<file path="src/rtl/dac_seq_pkg.sv">
// Shared definitions for the DAC sample sequencer: FSM state encoding,
// default geometry and the priming threshold helper.
package dac_seq_pkg;

  typedef enum logic [1:0] {
    IDLE  = 2'd0,
    PRIME = 2'd1,
    RUN   = 2'd2
  } seq_state_t;

  localparam int DEF_WIDTH  = 10;
  localparam int DEF_NUM_CH = 2;
  localparam int DEF_DEPTH  = 8;
  localparam int DEF_DIV_W  = 8;

  // Samples required before replay may start: one per channel, capped by FIFO size.
  function automatic int prime_level(input int num_ch, input int depth);
    return (num_ch < depth) ? num_ch : depth;
  endfunction

endpackage

</file>
<file path="src/rtl/dac_sample_sequencer_if.sv">
// CPU-to-sequencer sample handshake (valid/data/ready).
interface dac_sample_sequencer_if #(
  parameter int WIDTH = 10
) ();

  logic             in_valid;
  logic [WIDTH-1:0] in_data;
  logic             in_ready;

  modport master (output in_valid, output in_data, input in_ready);
  modport slave  (input in_valid, input in_data, output in_ready);

endinterface

</file>
<file path="src/rtl/dac_sample_sequencer_fifo.sv">
// seq_fifo: DEPTH x WIDTH sample buffer with occupancy count; full/empty are
// derived from the count so the pointers may wrap naturally.
module seq_fifo #(
  parameter int WIDTH = 10,
  parameter int DEPTH = 8
) (
  input  logic                   CLK,
  input  logic                   reset_n,
  input  logic                   clear,
  input  logic                   push,
  input  logic                   pop,
  input  logic [WIDTH-1:0]       wr_data,
  output logic [WIDTH-1:0]       rd_data,
  output logic [$clog2(DEPTH):0] level,
  output logic                   full,
  output logic                   empty
);

  localparam int AW = $clog2(DEPTH);
  localparam int LW = AW + 1;

  logic [WIDTH-1:0] mem [DEPTH];
  logic [AW-1:0]    wr_ptr_reg;
  logic [AW-1:0]    rd_ptr_reg;
  logic [LW-1:0]    level_reg;
  logic             push_ok;
  logic             pop_ok;

  assign full    = (level_reg == LW'(DEPTH));
  assign empty   = (level_reg == '0);
  assign push_ok = push && !full && !clear;
  assign pop_ok  = pop && !empty && !clear;
  assign level   = level_reg;

  // Head entry is presented combinationally; the consumer registers it.
  assign rd_data = mem[rd_ptr_reg];

  always_ff @(posedge CLK) begin
    if (push_ok) begin
      mem[wr_ptr_reg] <= wr_data;
    end
  end

  always_ff @(posedge CLK or negedge reset_n) begin
    if (!reset_n) begin
      wr_ptr_reg <= '0;
      rd_ptr_reg <= '0;
      level_reg  <= '0;
    end else if (clear) begin
      wr_ptr_reg <= '0;
      rd_ptr_reg <= '0;
      level_reg  <= '0;
    end else begin
      if (push_ok) begin
        wr_ptr_reg <= wr_ptr_reg + AW'(1);
      end
      if (pop_ok) begin
        rd_ptr_reg <= rd_ptr_reg + AW'(1);
      end
      case ({push_ok, pop_ok})
        2'b10:   level_reg <= level_reg + LW'(1);
        2'b01:   level_reg <= level_reg - LW'(1);
        default: level_reg <= level_reg;
      endcase
    end
  end

endmodule

</file>
<file path="src/rtl/dac_sample_sequencer.sv">
// Replays buffered CPU DAC codes round-robin over NUM_CH channels at a programmable rate.
// Optional SEQ_TEST_RAMP_EN adds a test_ramp input that substitutes a sawtooth for FIFO data.
module dac_sample_sequencer
  import dac_seq_pkg::*;
#(
  parameter int WIDTH  = DEF_WIDTH,
  parameter int NUM_CH = DEF_NUM_CH,
  parameter int DEPTH  = DEF_DEPTH,
  parameter int DIV_W  = DEF_DIV_W
) (
  input  logic                    CLK,
  input  logic                    reset_n,
  input  logic                    en,
  input  logic                    clear,
  input  logic [DIV_W-1:0]        rate_div,
`ifdef SEQ_TEST_RAMP_EN
  input  logic                    test_ramp,
`endif
  dac_sample_sequencer_if.slave   cpu,
  output logic [NUM_CH*WIDTH-1:0] dac_code,
  output logic [NUM_CH-1:0]       dac_upd,
  output logic                    underflow,
  output logic [$clog2(DEPTH):0]  level
);

  localparam int LW        = $clog2(DEPTH) + 1;
  localparam int CH_W      = (NUM_CH > 1) ? $clog2(NUM_CH) : 1;
  localparam int PRIME_LVL = prime_level(NUM_CH, DEPTH);

  seq_state_t       state_reg, state_next;
  logic [DIV_W-1:0] div_cnt_reg;
  logic [DIV_W-1:0] div_lim_reg;
  logic [CH_W-1:0]  ch_ptr_reg;
  logic             underflow_reg;
  logic             tick;
  logic             run_tick;
  logic             ramp_sel;
  logic             load;
  logic             pop;
  logic [WIDTH-1:0] load_code;
  logic [WIDTH-1:0] fifo_rd_data;
  logic [LW-1:0]    fifo_level;
  logic             fifo_full;
  logic             fifo_empty;

  seq_fifo #(
    .WIDTH (WIDTH),
    .DEPTH (DEPTH)
  ) u_fifo (
    .CLK     (CLK),
    .reset_n (reset_n),
    .clear   (clear),
    .push    (cpu.in_valid),
    .pop     (pop),
    .wr_data (cpu.in_data),
    .rd_data (fifo_rd_data),
    .level   (fifo_level),
    .full    (fifo_full),
    .empty   (fifo_empty)
  );

  assign cpu.in_ready = !fifo_full;
  assign level        = fifo_level;
  assign underflow    = underflow_reg;

  // The limit is latched only at wrap so a mid-count rate_div change cannot skip a tick.
  assign tick     = (state_reg != IDLE) && (div_cnt_reg == div_lim_reg);
  assign run_tick = (state_reg == RUN) && en && tick && !clear;
  assign load     = run_tick && (ramp_sel || !fifo_empty);
  assign pop      = run_tick && !ramp_sel && !fifo_empty;

`ifdef SEQ_TEST_RAMP_EN
  logic [WIDTH-1:0] ramp_reg;

  assign ramp_sel  = test_ramp;
  assign load_code = ramp_sel ? ramp_reg : fifo_rd_data;

  always_ff @(posedge CLK or negedge reset_n) begin
    if (!reset_n) begin
      ramp_reg <= '0;
    end else if (clear) begin
      ramp_reg <= '0;
    end else if (load && ramp_sel) begin
      ramp_reg <= ramp_reg + WIDTH'(1);
    end
  end
`else
  assign ramp_sel  = 1'b0;
  assign load_code = fifo_rd_data;
`endif

  always_ff @(posedge CLK or negedge reset_n) begin
    if (!reset_n) begin
      div_cnt_reg <= '0;
      div_lim_reg <= '0;
    end else if (clear || (state_reg == IDLE) || tick) begin
      div_cnt_reg <= '0;
      div_lim_reg <= rate_div;
    end else begin
      div_cnt_reg <= div_cnt_reg + DIV_W'(1);
    end
  end

  always_ff @(posedge CLK or negedge reset_n) begin
    if (!reset_n) begin
      state_reg <= IDLE;
    end else begin
      state_reg <= state_next;
    end
  end

  always_comb begin
    state_next = state_reg;
    if (clear) begin
      state_next = en ? PRIME : IDLE;
    end else if (!en) begin
      state_next = IDLE;
    end else begin
      case (state_reg)
        IDLE:    state_next = PRIME;
        PRIME:   if (fifo_level >= LW'(PRIME_LVL)) state_next = RUN;
        RUN:     state_next = RUN;
        default: state_next = IDLE;
      endcase
    end
  end

  always_ff @(posedge CLK or negedge reset_n) begin
    if (!reset_n) begin
      ch_ptr_reg    <= '0;
      underflow_reg <= 1'b0;
    end else if (clear) begin
      ch_ptr_reg    <= '0;
      underflow_reg <= 1'b0;
    end else begin
      if (load) begin
        ch_ptr_reg <= (ch_ptr_reg == CH_W'(NUM_CH - 1)) ? '0 : ch_ptr_reg + CH_W'(1);
      end
      if (run_tick && !ramp_sel && fifo_empty) begin
        underflow_reg <= 1'b1;
      end
    end
  end

  generate
    for (genvar gi = 0; gi < NUM_CH; gi++) begin : g_ch
      logic [WIDTH-1:0] code_reg;
      logic             upd_reg;
      logic             hit;

      assign hit = load && (ch_ptr_reg == CH_W'(gi));

      always_ff @(posedge CLK or negedge reset_n) begin
        if (!reset_n) begin
          code_reg <= '0;
          upd_reg  <= 1'b0;
        end else begin
          upd_reg <= hit;
          if (hit) begin
            code_reg <= load_code;
          end
        end
      end

      assign dac_code[gi*WIDTH +: WIDTH] = code_reg;
      assign dac_upd[gi]                 = upd_reg;
    end
  endgenerate

endmodule

</file>
<file path="src/flat_wrapper.sv">
// flat-port wrapper written by rule: the top's interface ports become plain ports
module dac_sample_sequencer_flat import dac_seq_pkg::*;
#(
  parameter int WIDTH  = DEF_WIDTH,
  parameter int NUM_CH = DEF_NUM_CH,
  parameter int DEPTH  = DEF_DEPTH,
  parameter int DIV_W  = DEF_DIV_W
)
  (CLK, reset_n, en, clear, rate_div, dac_code, dac_upd, underflow, level, cpu_in_valid, cpu_in_data, cpu_in_ready);
  dac_sample_sequencer_if #(.WIDTH(WIDTH)) cpu_i ();
  input  logic CLK;
  input  logic reset_n;
  input  logic en;
  input  logic clear;
  input  logic [DIV_W-1:0] rate_div;
  output logic [NUM_CH*WIDTH-1:0] dac_code;
  output logic [NUM_CH-1:0] dac_upd;
  output logic underflow;
  output logic [$clog2(DEPTH):0] level;
  input wire logic [$bits(cpu_i.in_valid)-1:0] cpu_in_valid;
  input wire logic [$bits(cpu_i.in_data)-1:0] cpu_in_data;
  output wire logic [$bits(cpu_i.in_ready)-1:0] cpu_in_ready;
  assign cpu_i.in_valid = cpu_in_valid;
  assign cpu_i.in_data = cpu_in_data;
  assign cpu_in_ready = cpu_i.in_ready;
  dac_sample_sequencer #(.WIDTH(WIDTH), .NUM_CH(NUM_CH), .DEPTH(DEPTH), .DIV_W(DIV_W)) u_core (.CLK(CLK), .reset_n(reset_n), .en(en), .clear(clear), .rate_div(rate_div), .cpu(cpu_i), .dac_code(dac_code), .dac_upd(dac_upd), .underflow(underflow), .level(level));
endmodule
</file>
<file path="config.mk">
export PLATFORM = sky130hd
export DESIGN_NAME = dac_sample_sequencer_flat
export DESIGN_NICKNAME = d
export VERILOG_FILES = /design/src/rtl/dac_seq_pkg.sv /design/src/rtl/dac_sample_sequencer_if.sv /design/src/rtl/dac_sample_sequencer_fifo.sv /design/src/rtl/dac_sample_sequencer.sv /design/src/flat_wrapper.sv
export SDC_FILE = /design/constraint.sdc
export NUM_CORES = 1
export LEC_CHECK = 0
export BUFFER_PORTS_ARGS = -buffer_cell sky130_fd_sc_hd__buf_4
export CAP_MARGIN = 10
export CORE_MARGIN = 4
export CORE_UTILIZATION = 40
export CTS_CLUSTER_SIZE = 8
export DETAILED_ROUTE_END_ITERATION = 16
export MAX_ROUTING_LAYER = met4
export PLACE_DENSITY_LB_ADDON = 0.12
export SLEW_MARGIN = 20
export SYNTH_ARGS = -nofsm -noshare
export SYNTH_HDL_FRONTEND = slang
export SYNTH_SLANG_ARGS = --single-unit
export TNS_END_PERCENT = 100
</file>
<file path="constraint.sdc">
create_clock -name CLK -period 3.9 [get_ports CLK]
set_clock_uncertainty 0.05 [all_clocks]
set_input_delay 0.39 -clock CLK [delete_from_list [all_inputs] [get_ports CLK]]
set_output_delay 0.39 -clock CLK [all_outputs]
set_load 0.02 [all_outputs]
</file>
==> results.sh <==
export IMPL_status="completed"
export IMPL_cts_repair_resize_count=0
export IMPL_static_leakage_power_nw=2.52
export IMPL_gpl_final_weighted_congestion=0.805
export IMPL_post_syn_instances=350
export IMPL_crit_path_end_kind="flip-flop"
export IMPL_die_area_mm2=0.0155
export IMPL_final_net_count=442
export IMPL_grt_first_pass_wirelength_um=17100
export IMPL_final_hold_viol_count=0
export IMPL_drt_first_iter_violations=198
export IMPL_grt_total_usage_pct=14.7
export IMPL_maximum_number_of_pins_on_one_net_before_global_route_repair=53
export IMPL_drc_errors=0
export IMPL_postSynthAreaPerCell_um2=15.6
export IMPL_largest_reg_flops=80
export IMPL_firstDrtPassIters=4
export IMPL_synth_mux_area_fraction_pct=12.2
export IMPL_totalNegativeSetupSlack_ns=0
export IMPL_overall_die_height_um=125
export IMPL_worst_skew_pair_late_latency_ns=0.41
export IMPL_cts_htree_levels=4
export IMPL_achievable_frequency_ghz=0.309
export IMPL_postRouteWirelength_um=10500
export IMPL_synth_edff_count=80
export IMPL_ys_seq_elements=132
export IMPL_max_cap_violations=0
export IMPL_routedWlPerCell_um=17.6
export IMPL_post_synth_xor_area_fraction_pct=3.06
export IMPL_synthArstFlopShare_pct=39.4
export IMPL_ios=51
export IMPL_timing_setup_critical_path_class="reg -> reg"
export IMPL_post_synthesis_compound_gate_area_fraction_pct=3.86
export IMPL_port_buffer_count=50
export IMPL_grt_remaining_overflow=0
export IMPL_total_inserted_antenna_cells=0
export IMPL_effective_utilization_at_floorplan_pct=41.0
export IMPL_post_synth_fa_ha_maj_area_fraction_pct=2.44
export IMPL_drive_above_1_share_pct=27.0
export IMPL_post_route_period_util_pct=83.0
export IMPL_seq_area_frac_synth_pct=68.0
export IMPL_required_time_at_the_endpoint_of_the_critical_path_ns=4.19
export IMPL_grt_setup_unrepaired="false"
export IMPL_route_antenna_remaining_nets=0
export IMPL_routed_via_count=2976
export IMPL_largest_family_of_logic_cells_by_synthesized_area="multiplexers"
export IMPL_crit_path_max_fanout=8
export IMPL_clock_tree_from_tritoncts="built"
export IMPL_yosys_warnings=0
export IMPL_worst_endpoint_arrival_ns=3.53
export IMPL_hold_path_class="in -> reg"
export IMPL_ys_types=42
export IMPL_layout_core_utilization_pct=50.0
export IMPL_setup_viol_count_final=0
export IMPL_die_boundary_width_um=125
export IMPL_clk_pin_slew_ns=0.06
export IMPL_fillers=1152
export IMPL_num_cts_buffers=17
export IMPL_power_per_cell_area_mw_per_mm2=499
export IMPL_peakVddDrop_uv=307
export IMPL_cts_root_buf="sky130_fd_sc_hd__clkbuf_16"
export IMPL_timing_final_crit_period_ns=3.24
export IMPL_synth_ff_type="sky130_fd_sc_hd__edfxtp_1"
export IMPL_core_area_mm2=0.0133
export IMPL_antenna_found_initial=0
export IMPL_timing_max_slew_rel_slack_pct=35.4
export IMPL_synth_simple_gate_area_share_pct=8.45
export IMPL_via_count_of_the_first_global_routing_pass=3130
export IMPL_tightestPinTransition_ns=0.966
export IMPL_mappedNetlistNets=383
export IMPL_clock_sink_count=132
export IMPL_netlist_area_mm2=0.00545
export IMPL_route_detailed_vias_per_inst=4.98
export IMPL_crit_path_start_kind="flip-flop"
export IMPL_core_rowCount=42
export IMPL_areaGrowthSynthToFinish_pct=22.1
export IMPL_clockBufferDepth=2
export IMPL_maxSlewViolCount=0
export IMPL_post_dp_hpwl_um=6640
final timing paths:
| path | startpoint | end | slack [ns] | cells past startpoint |
|---|---|---|---|---|
| min in group asynchronous | reset_n | u_core.div_lim_reg[7] | 0.52 | 2 |
| worst max-delay path | u_core.u_fifo.level[1] | u_core.u_fifo.level[3] | 0.66 | 11 |
| worst min-delay path | rate_div[7] | u_core.div_lim_reg[7] | 0.15 | 2 |
| worst max register to register | u_core.u_fifo.level[1] | u_core.u_fifo.level[3] | 0.66 | 11 |
| max in group asynchronous | reset_n | u_core.u_fifo.rd_ptr_reg[1] | 2.80 | 2 |
| worst min register to register | u_core.ch_ptr_reg | u_core.g_ch[0].upd_reg | 0.43 | 1 |
worst max-delay path, stage by stage (launching register included):
cell	delay, ns
sky130_fd_sc_hd__dfrtp_1	0.49
sky130_fd_sc_hd__nor4_1	0.13
sky130_fd_sc_hd__and4bb_1	0.35
sky130_fd_sc_hd__or4b_1	0.59
sky130_fd_sc_hd__nor2_1	0.27
sky130_fd_sc_hd__ha_1	0.28
sky130_fd_sc_hd__a21o_1	0.17
sky130_fd_sc_hd__a21oi_1	0.17
sky130_fd_sc_hd__nand2_1	0.09
sky130_fd_sc_hd__mux2_2	0.28
sky130_fd_sc_hd__o21a_1	0.17
sky130_fd_sc_hd__o2bb2ai_1	0.13
metrics by stage:
stage	hold WS (ns)	instances	worst slack (ns)	cell area, um^2	power [W]
after CTS	0.133	598	0.665	6650	0.00335
after global routing	0.150	598	0.353	6650	0.00343
after detailed placement	0.426	565	0.685	6030	0.00170
after floorplan	0.0444	350	0.811	5450	0.00163
final	0.149	598	0.662	6650	0.00332
after global placement	0.412	565	0.796	6030	0.00170
Yosys cell counts (all sizes together) (8+ instances only):
| cell type | number | area, um^2 |
|---|---|---|
| mux4 | 20 | 450 |
| o21ai | 22 | 110 |
| mux2 | 9 | 101 |
| clkbuf | 8 | 30.0 |
| xnor2 | 13 | 114 |
| mux2i | 11 | 110 |
| ha | 9 | 113 |
| buf | 9 | 62.6 |
| edfxtp | 80 | 2400 |
| dfrtp | 52 | 1300 |
| nor2 | 23 | 86.3 |
| nand2 | 34 | 128 |
cell families (layout without fill, tap and decap cells):
| kind of cell | after synthesis | after routing |
|---|---|---|
| XOR/XNOR | 19 | 19 |
| adder cells (fa/ha/maj) | 10 | 10 |
| buffers and inverters | 22 | 94 |
| multiplexers | 40 | 40 |
| AO/OA/AOI/OAI | 36 | 36 |
| flip-flops | 132 | 132 |
| AND/OR/NAND/NOR | 91 | 91 |
report_power, final:
group          internal, W  switching [W]
combinational    0.0000574      0.0000791
sequential         0.00151      0.0000205
clock              0.00107       0.000578
placed cells by master, fill, tap and decap left out, types with 3 or more instances in the layout:
master                       synthesis  routed
sky130_fd_sc_hd__nand2_1            34      34
sky130_fd_sc_hd__buf_4               2      56
sky130_fd_sc_hd__o21ai_1            22      22
sky130_fd_sc_hd__nand3b_1            3       3
sky130_fd_sc_hd__mux2_1              8       8
sky130_fd_sc_hd__mux4_2             20      20
sky130_fd_sc_hd__nor2_1             23      23
sky130_fd_sc_hd__dfrtp_1            52      50
sky130_fd_sc_hd__o2bb2ai_1           3       3
sky130_fd_sc_hd__xnor2_1            13      13
sky130_fd_sc_hd__clkbuf_16           0      17
sky130_fd_sc_hd__clkinvlp_4          0       3
sky130_fd_sc_hd__mux2i_1            11      11
sky130_fd_sc_hd__nand3_1             6       6
sky130_fd_sc_hd__and3_1              3       3
sky130_fd_sc_hd__bufinv_16           0       4
sky130_fd_sc_hd__nor3_1              4       4
sky130_fd_sc_hd__nand2b_1            3       3
sky130_fd_sc_hd__inv_1               4       4
sky130_fd_sc_hd__edfxtp_1           80      80
sky130_fd_sc_hd__ha_1                9       9
sky130_fd_sc_hd__xor2_1              6       6
sky130_fd_sc_hd__a21oi_1             4       4
per-layer routing:
metal | track usage (%) | wire [um] | up-vias
met5 | - | 0 | -
met4 | 5.42 | 127 | 0
met3 | 3.99 | 394 | 12
met1 | 19.5 | 5010 | 1488
li1 | - | - | 1429
met2 | 21.8 | 4980 | 47
cell type report:
type	count	area [um^2]	share of cell area [%]
clock inverter	13	183	2.75
multi-input combinational	196	1660	25.0
tap	176	220	3.31
inverter	5	18.8	0.282
sequential	132	3710	55.7
timing repair buffer	57	430	6.47
clock buffer	19	433	6.51
what timing repair did:
| action | 4_1_cts | 5_1_grt |
|---|---|---|
| hold buffers | 1 | 0 |
| endpoints found under the hold margin | 52 | 0 |
| setup buffers | 0 | 0 |
| setup endpoints to repair | 0 | 0 |
(Power assumes the default switching activity.)
